--- src/rtl/adder_pkg.sv ---
// rtl/adder_pkg.sv - shared adder types, widths and round-robin pick function
package adder_pkg;

    localparam int ADD_W    = 32;
    localparam int MAX_REQ  = 8;
    localparam int MAX_ID_W = $clog2(MAX_REQ);

    typedef struct packed {
        logic [ADD_W-1:0] a;
        logic [ADD_W-1:0] b;
        logic             cin;
        logic             sub;
    } add_req_t;

    typedef struct packed {
        logic [ADD_W-1:0] sum;
        logic             cout;
        logic             ovf;
    } add_rsp_t;

    // One-hot grant: first valid bit at or after ptr, wrapping modulo num_req.
    function automatic logic [MAX_REQ-1:0] rr_pick(
        input logic [MAX_REQ-1:0] valid,
        input int unsigned        ptr,
        input int unsigned        num_req
    );
        logic [MAX_REQ-1:0] grant;
        logic               found;
        int unsigned        idx;
        grant = '0;
        found = 1'b0;
        for (int unsigned i = 0; i < MAX_REQ; i++) begin
            idx = (ptr + i) % num_req;
            if (i < num_req && !found && valid[idx[MAX_ID_W-1:0]]) begin
                grant[idx[MAX_ID_W-1:0]] = 1'b1;
                found = 1'b1;
            end
        end
        return grant;
    endfunction

endpackage

--- src/rtl/adder_bk_32b.sv ---
// rtl/adder_bk_32b.sv - combinational 32-bit add/subtract around the Brent-Kung carry tree
module adder_bk_32b
    import adder_pkg::*;
(
    input  add_req_t req_i,
    output add_rsp_t rsp_o
);

    logic [ADD_W-1:0] b_eff;
    logic [ADD_W-1:0] p;
    logic [ADD_W-1:0] g;
    logic [ADD_W-1:0] c;
    logic             c_in;

    // Subtract is a + ~b + 1; a set cin in sub mode turns that into a borrow-in.
    always_comb begin
        b_eff = req_i.sub ? ~req_i.b : req_i.b;
        c_in  = req_i.cin ^ req_i.sub;
        p     = req_i.a ^ b_eff;
        g     = req_i.a & b_eff;
        g[0]  = g[0] | (p[0] & c_in);
    end

    carry_tree_bk_32b u_carry_tree (
        .g_i (g),
        .p_i (p),
        .c_o (c)
    );

    assign rsp_o.sum  = p ^ {c[ADD_W-2:0], c_in};
    assign rsp_o.cout = c[ADD_W-1] ^ req_i.sub;
    assign rsp_o.ovf  = c[ADD_W-1] ^ c[ADD_W-2];

endmodule

--- src/rtl/carry_tree_bk_32b.sv ---
// rtl/carry_tree_bk_32b.sv - 32-bit Brent-Kung prefix carry tree, c_o[i] = carry out of bit i
module carry_tree_bk_32b (
    input  logic [31:0] g_i,
    input  logic [31:0] p_i,
    output logic [31:0] c_o
);

    logic [31:0] gg;
    logic [31:0] pp;

    always_comb begin
        gg = g_i;
        pp = p_i;
        // Up-sweep: node i (i+1 a multiple of 2*span) absorbs the group below it.
        for (int l = 0; l < 5; l++) begin
            for (int i = 0; i < 32; i++) begin
                if ((i % (2 << l)) == ((2 << l) - 1)) begin
                    gg[i] = gg[i] | (pp[i] & gg[(i + 32 - (1 << l)) % 32]);
                    pp[i] = pp[i] & pp[(i + 32 - (1 << l)) % 32];
                end
            end
        end
        // Down-sweep: fill the remaining positions from the finished prefixes.
        for (int l = 3; l >= 0; l--) begin
            for (int i = 0; i < 32; i++) begin
                if (i >= 3 * (1 << l) - 1 && ((i + 1) % (2 << l)) == (1 << l)) begin
                    gg[i] = gg[i] | (pp[i] & gg[(i + 32 - (1 << l)) % 32]);
                end
            end
        end
        c_o = gg;
    end

endmodule

--- src/rtl/adder_rr_arbiter.sv ---
// rtl/adder_rr_arbiter.sv - round-robin shared adder with one registered, id-tagged response
module adder_rr_arbiter
    import adder_pkg::*;
#(
    parameter int NUM_REQ = 4,
    parameter int ID_W    = $clog2(NUM_REQ)
) (
    input  logic                  clk_i,
    input  logic                  rst_i,
    input  logic [NUM_REQ-1:0]    req_valid_i,
    output logic [NUM_REQ-1:0]    req_ready_o,
    input  logic [NUM_REQ*32-1:0] req_a_i,
    input  logic [NUM_REQ*32-1:0] req_b_i,
    input  logic [NUM_REQ-1:0]    req_cin_i,
    input  logic [NUM_REQ-1:0]    req_sub_i,
    output logic                  rsp_valid_o,
    input  logic                  rsp_ready_i,
    output logic [ID_W-1:0]       rsp_id_o,
    output logic [31:0]           rsp_sum_o,
    output logic                  rsp_cout_o,
    output logic                  rsp_ovf_o
);

    logic [MAX_REQ-1:0] valid_ext;
    logic [MAX_REQ-1:0] grant_ext;
    logic               any_grant;
    logic [ID_W-1:0]    grant_idx;
    logic               accept;
    logic               handshake;
    add_req_t           sel_req;
    add_rsp_t           add_rsp;

    logic [ID_W-1:0]    ptr_q, ptr_d;
    logic               rsp_valid_q, rsp_valid_d;
    logic [ID_W-1:0]    rsp_id_q, rsp_id_d;
    add_rsp_t           rsp_q, rsp_d;

    always_comb begin
        valid_ext                = '0;
        valid_ext[NUM_REQ-1:0]   = req_valid_i;
        grant_ext                = rr_pick(valid_ext, 32'(ptr_q), NUM_REQ);
        any_grant                = 1'b0;
        grant_idx                = '0;
        for (int k = 0; k < MAX_REQ; k++) begin
            if (grant_ext[k]) begin
                any_grant = 1'b1;
                grant_idx = ID_W'(k);
            end
        end
        // Single output register: a new result may only land once the old one leaves.
        accept    = !rsp_valid_q || rsp_ready_i;
        handshake = !rst_i && accept && any_grant;
        req_ready_o = '0;
        if (handshake) begin
            req_ready_o[grant_idx] = 1'b1;
        end
        sel_req.a   = req_a_i[32*grant_idx +: 32];
        sel_req.b   = req_b_i[32*grant_idx +: 32];
        sel_req.cin = req_cin_i[grant_idx];
        sel_req.sub = req_sub_i[grant_idx];
    end

    adder_bk_32b u_adder (
        .req_i (sel_req),
        .rsp_o (add_rsp)
    );

    always_comb begin
        ptr_d       = ptr_q;
        rsp_valid_d = rsp_valid_q;
        rsp_id_d    = rsp_id_q;
        rsp_d       = rsp_q;
        if (handshake) begin
            ptr_d       = (grant_idx == ID_W'(NUM_REQ - 1)) ? '0 : grant_idx + 1'b1;
            rsp_valid_d = 1'b1;
            rsp_id_d    = grant_idx;
            rsp_d       = add_rsp;
        end else if (rsp_ready_i) begin
            rsp_valid_d = 1'b0;
        end
    end

    always_ff @(posedge clk_i) begin
        if (rst_i) begin
            ptr_q       <= '0;
            rsp_valid_q <= 1'b0;
            rsp_id_q    <= '0;
            rsp_q       <= '0;
        end else begin
            ptr_q       <= ptr_d;
            rsp_valid_q <= rsp_valid_d;
            rsp_id_q    <= rsp_id_d;
            rsp_q       <= rsp_d;
        end
    end

    assign rsp_valid_o = rsp_valid_q;
    assign rsp_id_o    = rsp_id_q;
    assign rsp_sum_o   = rsp_q.sum;
    assign rsp_cout_o  = rsp_q.cout;
    assign rsp_ovf_o   = rsp_q.ovf;

endmodule
--- config.mk ---
export PLATFORM = sky130hd
export DESIGN_NAME = adder_rr_arbiter
export DESIGN_NICKNAME = d
export VERILOG_FILES = /design/src/rtl/adder_pkg.sv /design/src/rtl/adder_bk_32b.sv /design/src/rtl/carry_tree_bk_32b.sv /design/src/rtl/adder_rr_arbiter.sv
export SDC_FILE = /design/constraint.sdc
export NUM_CORES = 1
export LEC_CHECK = 0
export BUFFER_PORTS_ARGS = -buffer_cell sky130_fd_sc_hd__clkbuf_2
export CAP_MARGIN = 20
export CORE_AREA = 2 2 120 122
export CTS_CLUSTER_DIAMETER = 200
export CTS_CLUSTER_SIZE = 40
export DETAILED_ROUTE_END_ITERATION = 6
export DIE_AREA = 0 0 122 124
export PLACE_DENSITY = 0.7
export SLEW_MARGIN = 20
export SYNTH_ARGS = -nofsm -noshare
export SYNTH_HDL_FRONTEND = slang
export SYNTH_SLANG_ARGS = --single-unit
--- constraint.sdc ---
create_clock -name clk_i -period 9.8 [get_ports clk_i]
set_input_delay 0.49 -clock clk_i [delete_from_list [all_inputs] [get_ports clk_i]]
set_output_delay 0.49 -clock clk_i [all_outputs]
set_load 0.1 [all_outputs]
Word level (Yosys, flattened, before mapping)
Cells that the tools add are included.
- bits in registers: 39
- output and inout bits: 41
- logic and storage cells: 241
- add/subtract/negate cells: 4
- magnitude comparators: 10
- equal/unequal tests: 1
- shift-type cells: 2
- muxes and demuxes: 49
- bitwise operators: 152
- reduce and logical (&&, ||, !) cells: 17
- operators with widths (kind ; count):
    $shiftx 128x8->32 ; 2
    $and 1x1->1 ; 84
    $xor 32x32->32 ; 2
    $or 1x1->1 ; 58
    $and 32x32->32 ; 1
    $mux 32 ; 1
    $not 32->32 ; 1
    $mux 1 ; 25
    $lt 2x4->1 const B ; 4
    $mux 8 ; 2
    $mux 2 ; 7
    $bmux 1 s2 ; 6
    $mux 4 ; 3
    $demux 1 s2 ; 5
    $ge 2x1->1 const B ; 5
    $logic_and 1x1->1 ; 10
    $or 4x4->4 ; 2
    $or 8x4->8 ; 1
    $logic_not 1->1 ; 5
    $add 2x1->2 const B ; 2
    $add 2x2->2 const B ; 2
    $lt 2x3->1 const B ; 1
    $xor 1x1->1 ; 3
    $eq 2x2->1 const B ; 1
    other kinds (2) ; 2

Longest topological paths before layout
Gate-level depths: netlist of run 1.
- depth after elaboration: 42
- gate-level depth with buffers: 26

By module
From an unflattened synthesis of run 1, not the netlist that was laid out.
- cells, all modules: 629
- area, all modules: 5057.4 um^2
- by module, submodules not included (module ; instances ; cells an instance ; area each (um^2)):
    adder_rr_arbiter ; 1 ; 441 ; 3463.3
    adder_bk_32b ; 1 ; 103 ; 1069.8
    carry_tree_bk_32b ; 1 ; 85 ; 524.3

Worst setup path after synthesis of run 1
No wires, ideal clock.
- path type: flip-flop to flip-flop
- from: register ptr_q[0]
- to: register rsp_q (netlist bit rsp_sum_o[26])
- library setup time: 86 ps
- arrival: 6085 ps
- data required time: 9714 ps
- path slack: 3629 ps
- cell stages (with the launch flop): 26
- buffers on the path: 4
- clock period less this slack: 6171 ps
- path through: dfxtp_1 buf_6 inv_1 ha_1 mux4_2 nor4b_2 nand2_1 or3b_1 buf_2 mux2_4 a221oi_2 buf_6 buf_12 xor2_1 fa_1 fa_1 a21o_1 and4_1 o41ai_1 a21oi_1 a21o_1 a21oi_1 nor2_1 nor2_1 fa_1 a211oi_1
- cells in the longest elaborated chain, start to end: 38
- elaborated cells between the ends (all ways): 146
- classes of those cells: add/sub (3); order compare (8); shift (2); mux (43); bitwise (79); reduce/logical (11)
- ends and longest elaborated chain (element ; line ; RTL):
    start, declared ; adder_rr_arbiter.sv:33 ; logic [ID_W-1:0] ptr_q, ptr_d;
    start signal, assigned ; adder_rr_arbiter.sv:90 ; ptr_q <= ptr_d;
    branches (longest 11 deep; another with $lt 2x4->1) ; n/a ;
    $mux 8 * ; adder_pkg.sv:34 ; if (i < num_req && !found && valid[idx[MAX_ID_W-1:0]]) begin
    $mux 1 ; adder_rr_arbiter.sv:45 ; if (grant_ext[k]) begin
    $mux 2 (6 in series) ; adder_rr_arbiter.sv:45 ;
    $shiftx 128x8->32 / $bmux 1 s2 (equally long branches) ; adder_rr_arbiter.sv:58, adder_rr_arbiter.sv:60 ;
    $not 32->32 / $mux 1 (equally long branches) ; adder_bk_32b.sv:17, adder_rr_arbiter.sv:60 ;
    $mux 32 ; adder_bk_32b.sv:17 ; b_eff = req_i.sub ? ~req_i.b : req_i.b;
    $xor 32x32->32 ; adder_bk_32b.sv:19 ; p = req_i.a ^ b_eff;
    (+7 left out) ; n/a ;
    $or 1x1->1 ; carry_tree_bk_32b.sv:18 ; gg[i] = gg[i] | (pp[i] & gg[(i + 32 - (1 << l)) % 32]);
    $and 1x1->1 ; carry_tree_bk_32b.sv:18 ;
    $or 1x1->1 ; carry_tree_bk_32b.sv:18 ;
    $and 1x1->1 ; carry_tree_bk_32b.sv:27 ; gg[i] = gg[i] | (pp[i] & gg[(i + 32 - (1 << l)) % 32]);
    $or 1x1->1 ; carry_tree_bk_32b.sv:27 ;
    $and 1x1->1 ; carry_tree_bk_32b.sv:27 ;
    $or 1x1->1 ; carry_tree_bk_32b.sv:27 ;
    $xor 32x32->32 ; adder_bk_32b.sv:30 ; assign rsp_o.sum = p ^ {c[ADD_W-2:0], c_in};
    end signal, assigned ; adder_rr_arbiter.sv:93 ; rsp_q <= rsp_d;
    end, declared ; adder_rr_arbiter.sv:36 ; add_rsp_t rsp_q, rsp_d;
Mark *: on every way between the ends. The select of a mux whose other input is x is not followed.
A chain may end at the register's enable or synchronous reset.

Worst setup path in the final report of run 1
Ends and elaborated chain as after synthesis.

==> qor.yml, run 1 <==
outcome: "finished, final reports clean"
drv_slew: 0
postCtsSetupRepairBufs: 0
numCtsBuffers: 5
grt-ovfl-total: 0
drv_cap: 0
busiest_layer: "met2"
setup_viol: 0
timing.final.crit_share_pct: 77.69
endpoint_kind: "flip-flop"
grtUsageMet3_pct: 2.747
die_width_microns: 122
start_util_pct: 38.28
antenna_cells: 0
synthArstFlopShare_pct: 0
met2_usage_pct: 38.48
slowest_stage: "a221oi_4"
worstSetupStartpointType: "flip-flop"
dpl.hpwl_microns: 15580
pin_count: 312
path_max_fanout: 77
synth_edf_count: 0
cts_root_buf: "clkbuf_16"
synthCells: 688
groute.usage.overall_pct: 24.47
ctsHtreeMaxLevel: 2
crit_start: "ptr_q[0]$_SDFFE_PP0P_"
max_stage_delay_ns: 0.84
rr_startpoint: "ptr_q[0]$_SDFFE_PP0P_"
syn_nets: 1016
grt_pass1_wl_microns: 29010
via_count: 6049
avgRoutedWirePerCell_microns: 16.90
initialDrtViolationCount: 310
grt_max_degree: 87
ys_seq_area_share_pct: 14.87
fin_skew_ns: 0.004103
synthDistinctLibCells: 55
crit_buf_inv: 2
dr.pass1.iters: 5
hold_viol: 0
timing.slew.headroom_pct: 36.67
ys_ff_latch: 39
hp-class: "reg -> reg"
required_ns: 9.98
worstPathArrival_ns: 7.79
wl_microns: 19300
via_per_inst: 5.297
path_clk_slew_ns: 0.06
worstSkewPairLatency_ns: 0.28
cp_top_family: "compound AO/OA/AOI/OAI gates"
drcViolationCount: 0
syn_to_final_growth_pct: 33.14
syn_area_sq_mm: 0.005251
die-area_sq_mm: 0.01513
nets: 1289
ant_nets: 0
gp_congestion: 0.9101
ctsResizeCount: 0
fp.dieH_microns: 124
gr-usage-met1_pct: 36.22
path_cells: "inv_1 -> ha_1 -> mux4_2 -> a211o_1 -> o22ai_4 -> buf_4 -> nor2_1 -> a221oi_4 -> xor2_1 -> fa_1 -> fa_1 -> a21o_1 -> and4_1 -> o41ai_1 -> a21oi_1 -> a21o_1 -> a21oi_1 -> nor2_1 -> nor2_1 -> fa_1 -> a211oi_1"
fin_setup_tns_ns: 0
hp-start: "rsp_sum_o[10]$_SDFFE_PP0P_"
rsz0062_at_grt: "no"
port_buffers: 311
rows: 43
core_area_sq_mm: 0.01372
timing.final.crit_period_ns: 7.613
ctsHoldBuffers: 0
worst_pin_slew_ns: 0.9500
antenna_found_initial: 0
ys_warn_count: 0
drive_gt1_share_pct: 36.07
setup.worst_path.class: "reg -> reg"
synth_ff_type: "dfxtp_1"
cts_buffer_depth: 2
synth.avg_cell_area_sq_um: 7.633
timing.fmax_ghz: 0.1313
cts_tree: "built"
first_global_vias: 5577
numClockSinks: 39
## per-layer routing
layer	vias up	part of all wire [%]	wire, microns
li1	3025	-	-
met1	2739	46	8850
met2	275	46	8874
met3	10	7.2	1389
met4	0	0.98	189
met5	-	0	0
## worst reg2reg max path, stage by stage (launching register included)
cell and delay, ns:
dfxtp_1 0.54, inv_1 0.16, ha_1 0.35, mux4_2 0.61
a211o_1 0.34, o22ai_4 0.19, buf_4 0.64, nor2_1 0.19
a221oi_4 0.84, xor2_1 0.20, fa_1 0.44, fa_1 0.39
a21o_1 0.17, and4_1 0.20, o41ai_1 0.56, a21oi_1 0.25
a21o_1 0.27, a21oi_1 0.30, nor2_1 0.08, nor2_1 0.16
fa_1 0.41, a211oi_1 0.20
## layout make-up
type,instances,area [sq um]
fillers,1392,6728
multi-input cells,573,4138
repair buffers,320,1624
flip-flops and latches,39,780.7
well taps,180,225.2
clock buffers,6,128.9
inverters,22,82.58
clock inverters,2,12.51
## cell usage in the layout, fill, tap and decap left out, types with 22 or more instances in the layout
master    count
o21ai_0      53
o221ai_1     35
inv_1        22
xor2_1       46
nor2_1       54
a21oi_1      52
clkbuf_2    311
nand3b_1     25
o22ai_1      31
dfxtp_1      39
ha_1         40
nand2_1      88
## cell usage after synthesis, drive strengths merged, types with 3 or more instances
library cell / instances / share of area [%]
ha: 40 / 9.5
nand2: 88 / 6.3
dfxtp: 39 / 15
buf: 28 / 3.8
xnor2: 15 / 2.5
o21ai: 70 / 6.7
mux4: 4 / 1.7
nor2: 54 / 3.9
nand2b: 3 / 0.36
a21oi: 52 / 5.0
inv: 22 / 1.6
mux2i: 8 / 1.5
and2: 8 / 0.95
xor2: 46 / 7.7
o221ai: 35 / 5.8
fa: 17 / 6.5
nand3b: 25 / 3.6
nand4: 3 / 0.36
o22ai: 32 / 3.9
a211oi: 22 / 3.6
a21o: 16 / 2.3
nor2b: 5 / 0.60
clkbuf: 26 / 1.9
## stage by stage
| step | hold WS (ns) | worst slack [ns] | area [sq um] | cells | util, % |
|---|---|---|---|---|---|
| global route | 0.4970 | 1.693 | 6992 | 1142 | 50.96 |
| CTS | 0.4762 | 2.086 | 6992 | 1142 | 50.96 |
| floorplan | 0.5849 | 3.629 | 5251 | 688 | - |
| finish | 0.4770 | 2.187 | 6992 | 1142 | 50.96 |
| detailed placement | 0.4640 | 2.108 | 6850 | 1134 | 49.93 |
| global placement | 0.4632 | 2.306 | 6850 | 1134 | 49.93 |
## cells by family (layout without fill, tap and decap cells)
group / Yosys count / in the layout / share of synthesized area [%]
and+or+nand+nor: 202 / 202 / 18.73
muxes: 13 / 13 / 3.526
adders and majority gates: 57 / 57 / 16.01
buffers and inverters: 76 / 350 / 7.267
AOI/OAI and AO/OA: 240 / 240 / 29.43
DFF: 39 / 39 / 14.87
xor gates and xnor gates: 61 / 61 / 10.17
## flip-flops by register name, indices dropped and copies added (netlist names)
| register | count |
|---|---|
| ptr_q | 2 |
| rsp_cout_o | 1 |
| rsp_id_o | 2 |
| rsp_ovf_o | 1 |
| rsp_sum_o | 32 |
| rsp_valid_o | 1 |
## final timing paths
| kind | end | slack [ns] | depth (start not counted) |
|---|---|---|---|
| worst max-delay path | rsp_sum_o[26]$_SDFFE_PP0P_ | 2.19 | 21 |
| worst min-delay path | rsp_sum_o[10]$_SDFFE_PP0P_ | 0.48 | 2 |
| worst max register to register | rsp_sum_o[26]$_SDFFE_PP0P_ | 2.19 | 21 |
| worst min register to register | rsp_sum_o[10]$_SDFFE_PP0P_ | 0.48 | 2 |
Power of run 1 is left out: the tool's default activity adds up to more than one toggle a clock period on the data nets, which glitch-free logic cannot reach.
==> inputs of run 2 (changes only) <==
--- a/config.mk
+++ b/config.mk
@@ -5,6 +5,7 @@
 export SDC_FILE = /design/constraint.sdc
 export NUM_CORES = 1
 export LEC_CHECK = 0
+export ABC_AREA = 1
 export BUFFER_PORTS_ARGS = -buffer_cell sky130_fd_sc_hd__clkbuf_2
 export CAP_MARGIN = 20
 export CORE_AREA = 2 2 120 122
@@ -12,7 +13,7 @@
 export CTS_CLUSTER_SIZE = 40
 export DETAILED_ROUTE_END_ITERATION = 6
 export DIE_AREA = 0 0 122 124
-export PLACE_DENSITY = 0.7
+export PLACE_DENSITY = 0.76
 export SLEW_MARGIN = 20
 export SYNTH_ARGS = -nofsm -noshare
 export SYNTH_HDL_FRONTEND = slang
==> constraint.sdc (replaced) <==
create_clock -name clk_i -period 7.15 [get_ports clk_i]
set_input_delay 0.3575 -clock clk_i [delete_from_list [all_inputs] [get_ports clk_i]]
set_output_delay 0.3575 -clock clk_i [all_outputs]
set_load 0.1 [all_outputs]
==> run 2 against run 1 <==
  * Clock skew barely moved
  * Critical path depth is 13 higher
  * Sequential share of layout area decreased by 1.1 points
  * Fmax is 19% higher
  * Sequential cell count unchanged
==> qor.yml, run 2 <==
final_util_pct: 56.51
ys_ff_latch: 39
layout_commonest_cell: "nand2_1"
rr_startpoint: "ptr_q[0]$_SDFFE_PP0P_"
synth.avg_cell_area_sq_um: 5.922
groute.usage.overall_pct: 28.76
synth_top_family_by_area: "simple AND/OR/NAND/NOR gates"
postCtsSetupRepairBufs: 0
syn_area_sq_mm: 0.006117
synthCells: 1033
syn_to_final_growth_pct: 26.73
nets: 1631
numCtsBuffers: 5
largest_reg_flops: 32
reg2reg_slack_ns: 0.78
fp.dieH_microns: 124
cts_buffer_depth: 2
drv_cap: 0
timing.final.crit_period_ns: 6.372
pin_count: 312
ctsHoldBuffers: 0
crit_start: "ptr_q[0]$_SDFFE_PP0P_"
worstSetupStartpointType: "flip-flop"
gp_congestion: 0.9058
multi_input_area_sq_mm: 0.004597
cts_root_buf: "clkbuf_16"
initialDrtViolationCount: 460
rows: 43
ys_warn_count: 0
grt-ovfl-total: 0
final_cell_mix: "nand2_1 (312), clkbuf_2 (311), nor2_1 (163), o21ai_0 (72), inv_1 (60)"
path_clk_slew_ns: 0.06
synthXorXnorAreaFrac_pct: 2.291
die_width_microns: 122
synthSimpleGateAreaFrac_pct: 40.34
worstPathArrival_ns: 6.60
numClockSinks: 39
r2r-end: "rsp_sum_o[30]$_SDFFE_PP0P_"
setup_viol: 0
first_global_vias: 6802
synthDistinctLibCells: 45
yosysTopAreaCell: "nand2_1"
ctsHtreeMaxLevel: 2
slowest_stage: "dfxtp_1"
timing.fmax_ghz: 0.1569
fin_skew_ns: 0.003677
wl_microns: 22510
dpl.hpwl_microns: 18380
grt_pass1_wl_microns: 33870
synth_compound_area_share_pct: 18.70
fillCellCount: 1439
synthArstFlopShare_pct: 0
timing.slew.headroom_pct: 42.99
reg2regPathDepth: 34
ant_nets: 0
yosysMostFrequentCell: "nand2_1"
ctsResizeCount: 0
start_util_pct: 44.59
core_area_sq_mm: 0.01372
hp-start: "rst_i"
synth_ff_type: "dfxtp_1"
via_count: 7432
required_ns: 7.37
worstSkewPairLatency_ns: 0.29
timing.final.crit_share_pct: 89.12
endpoint_kind: "flip-flop"
syn_nets: 1361
yosys-top-cells-count: "nand2_1 (312), nor2_1 (163), o21ai_0 (72), inv_1 (60), nand3_1 (41)"
worstHoldPathCells: 2
fin_setup_tns_ns: 0
drv_slew: 0
grt_max_degree: 49
yosys-top-cells-area: "nand2_1 (19%), dfxtp_1 (13%), nor2_1 (10%), ha_1 (8.2%), o21ai_0 (5.9%)"
drive_gt1_share_pct: 31.75
port_buffers: 311
synth_top_area_share_pct: 19.15
via_per_inst: 5.005
path_max_fanout: 35
worst_pin_slew_ns: 0.8522
avgRoutedWirePerCell_microns: 15.16
synth_edf_count: 0
register_area_sq_um: 780.7
die-area_sq_mm: 0.01513
cts_tree: "built"
outcome: "finished, final reports clean"
whs_endpoint: "rsp_id_o[0]$_SDFFE_PP0P_"
rsz0062_at_grt: "no"
setup.worst_path.class: "reg -> reg"
ys_seq_area_share_pct: 12.76
hp-class: "in -> reg"
drcViolationCount: 0
synth_mux_area_share_pct: 0
cp_common_cell: "nand2_1"
hold_viol: 0
antenna_found_initial: 2
dr.pass1.iters: 5
max_stage_delay_ns: 0.51
synth-adder-area-share_pct: 13.75
## run 2: critical path, delay by kind of cell, from the launching register on
family	cells	cell delay, ns
fa+ha+maj	4	1.58
simple gates	21	2.31
flops	1	0.51
buf+inv	5	1.09
compound gates	4	0.76
## run 2: metrics by stage
| stage | instances | instance area (sq um) | hold WS (ns) | worst slack, ns |
|---|---|---|---|---|
| finish | 1485 | 7752 | 0.2920 | 0.7776 |
| global route | 1484 | 7750 | 0.2953 | 0.1642 |
| CTS | 1484 | 7750 | 0.2894 | 0.8185 |
| detailed placement | 1476 | 7594 | 0.4577 | 0.8267 |
| global placement | 1476 | 7594 | 0.4524 | 1.012 |
| floorplan | 1033 | 6117 | 0.4266 | 2.225 |
## run 2: cells by family (layout without fill, tap and decap cells)
family,Yosys count,after routing
adder cells (fa/ha/maj),57,57
AND/OR/NAND/NOR,579,579
flip-flops,39,39
other,0,1
buffers and inverters,150,421
XOR/XNOR,16,16
AO/OA/AOI/OAI,192,192
## run 2: worst max-delay path by stage
| stage | end | slack [ns] | cells after the start |
|---|---|---|---|
| 3_3_place_gp | rsp_sum_o[30]$_SDFFE_PP0P_ | 1.01 | 34 |
| 3_5_place_dp | rsp_sum_o[30]$_SDFFE_PP0P_ | 0.83 | 34 |
| 2_1_floorplan | rsp_sum_o[30]$_SDFFE_PP0P_ | 2.23 | 36 |
| 5_1_grt | rsp_sum_o[30]$_SDFFE_PP0P_ | 0.16 | 34 |
| 4_1_cts | rsp_sum_o[30]$_SDFFE_PP0P_ | 0.82 | 34 |
| 6_report | rsp_sum_o[30]$_SDFFE_PP0P_ | 0.78 | 34 |
## run 2: layout make-up
type                            count  area share [%]
Clock buffer                        8           2.017
Inverter                           92           4.471
Timing Repair Buffer              321           21.21
Antenna cell                        1         0.03228
Tap cell                          180           2.905
Multi-Input combinational cell    844           59.30
Sequential cell                    39           10.07
## run 2: metal layers
layer | routed length, microns | track usage (%) | vias to the layer above | part of all wire (%)
met5 | 7 | 0 | - | 0.031
met4 | 436 | 8.046 | 2 | 1.9
met3 | 1710 | 5.311 | 30 | 7.6
met2 | 10280 | 47.94 | 294 | 46
met1 | 10080 | 38.08 | 3260 | 45
li1 | - | - | 3846 | -
Power of run 2 is left out for the same reason.
==> inputs of run 3 (changes only) <==
==> constraint.sdc (replaced) <==
create_clock -name clk_i -period 7.5 [get_ports clk_i]
set_input_delay 0.375 -clock clk_i [delete_from_list [all_inputs] [get_ports clk_i]]
set_output_delay 0.375 -clock clk_i [all_outputs]
set_load 0.1 [all_outputs]
==> run 3 against run 2 <==
  * Utilization down 0.26 points
  * Sequential share of layout area about the same
  * Global-route usage up 0.53 points
  * Worst hold slack better by 0.020 ns
  * Cell area down 0.45%
  * Fmax down 2.3%
  * Non-clock buffer count down 1
  * Clock skew about the same
  * Critical endpoint unchanged
  * Largest cell class unchanged
==> qor.yml, run 3 (synthesis results as in run 2) <==
outcome: "finished, final reports clean"
dr.pass1.iters: 5
path_clk_slew_ns: 0.06
ctsHtreeMaxLevel: 2
via_per_inst: 5.095
pin_count: 312
fin_setup_tns_ns: 0
rr_startpoint: "ptr_q[0]$_SDFFE_PP0P_"
endpoint_kind: "flip-flop"
crit_start: "ptr_q[0]$_SDFFE_PP0P_"
port_buffers: 311
numClockSinks: 39
path_max_fanout: 35
cts_buffer_depth: 2
worst_pin_slew_ns: 0.8690
grt_pass1_wl_microns: 34450
fp.dieH_microns: 124
die_width_microns: 122
busiest_layer: "met2"
antenna_found_initial: 0
max_stage_delay_ns: 0.50
cp_common_cell: "nand2_1"
grtUsageMet3_pct: 5.357
timing.final.crit_period_ns: 6.523
syn_to_final_growth_pct: 26.16
ctsHoldBuffers: 0
worstSkewPairLatency_ns: 0.28
timing.slew.headroom_pct: 41.86
initialDrtViolationCount: 493
rsz0062_at_grt: "no"
ctsResizeCount: 0
timing.fmax_ghz: 0.1533
required_ns: 7.72
rows: 43
wl_microns: 22660
postCtsSetupRepairBufs: 0
via_count: 7551
drv_slew: 0
hp-class: "in -> reg"
antenna_cells: 0
first_global_vias: 6786
layout_commonest_cell: "nand2_1"
cts_tree: "built"
ant_nets: 0
multi_input_area_sq_mm: 0.004597
setup_viol: 0
fin_skew_ns: 0.004063
gp_congestion: 0.9072
die-area_sq_mm: 0.01513
register_area_sq_um: 780.7
worstPathArrival_ns: 6.74
numCtsBuffers: 5
nets: 1630
fillCellCount: 1470
timing.final.crit_share_pct: 86.97
grt-ovfl-total: 0
hp-start: "rst_i"
dpl.hpwl_microns: 18610
drv_cap: 0
slowest_stage: "dfxtp_1"
final_cell_mix: "nand2_1 (312), clkbuf_2 (311), nor2_1 (163), o21ai_0 (72), inv_1 (60)"
drive_gt1_share_pct: 31.72
largest_reg_flops: 32
worstSetupStartpointType: "flip-flop"
setup.worst_path.class: "reg -> reg"
grt_max_degree: 49
cts_root_buf: "clkbuf_16"
start_util_pct: 44.59
final_util_pct: 56.25
groute.usage.overall_pct: 29.29
gr-usage-met1_pct: 39.14
core_area_sq_mm: 0.01372
drcViolationCount: 0
hold_viol: 0
met2_usage_pct: 48.57
avgRoutedWirePerCell_microns: 15.29
## run 3: cell types whose count changed in the layout (fill, tap and decap cells not counted), sizes merged
cell and delta:
clkbuf -2, buf -1, diode -1, clkinv +1
## run 3: worst max-delay path, delay by kind of cell (launching register included)
family,cells,cell delay [ns]
flops,1,0.50
buf+inv,5,1.05
fa+ha+maj,4,1.62
simple gates,21,2.51
compound gates,4,0.75
## run 3: final cells by class
| type | count | area share [%] |
|---|---|---|
| sequential | 39 | 10.12 |
| inverter | 92 | 4.491 |
| clock buffer | 6 | 1.800 |
| tap | 180 | 2.918 |
| timing repair buffer | 320 | 21.04 |
| clock inverter | 1 | 0.06485 |
| multi-input combinational | 844 | 59.57 |
## run 3: layer usage
| metal | vias to the layer above | wire length [microns] |
|---|---|---|
| met1 | 3360 | 9992 |
| met4 | 0 | 466 |
| met2 | 319 | 10430 |
| li1 | 3837 | - |
| met3 | 35 | 1775 |
| met5 | - | 0 |
## run 3: per-stage QoR
stage | hold slack, ns | instances | area [sq um] | setup WS, ns
floorplan | 0.4441 | 1033 | 6117 | 2.575
CTS | 0.3110 | 1482 | 7717 | 1.012
finish | 0.3120 | 1482 | 7717 | 0.9774
detailed placement | 0.4580 | 1475 | 7574 | 1.038
global route | 0.3529 | 1482 | 7717 | 0.3062
global placement | 0.4483 | 1475 | 7574 | 1.248
## run 3: worst paths after layout
path / to / slack (ns) / cells past startpoint
setup / recovery: rsp_sum_o[30]$_SDFFE_PP0P_ / 0.98 / 34
hold / removal: rsp_id_o[1]$_SDFFE_PP0P_ / 0.31 / 2
setup reg to reg: rsp_sum_o[30]$_SDFFE_PP0P_ / 0.98 / 34
hold reg to reg: rsp_id_o[0]$_SDFFE_PP0P_ / 0.46 / 2
Power of run 3 is left out for the same reason.
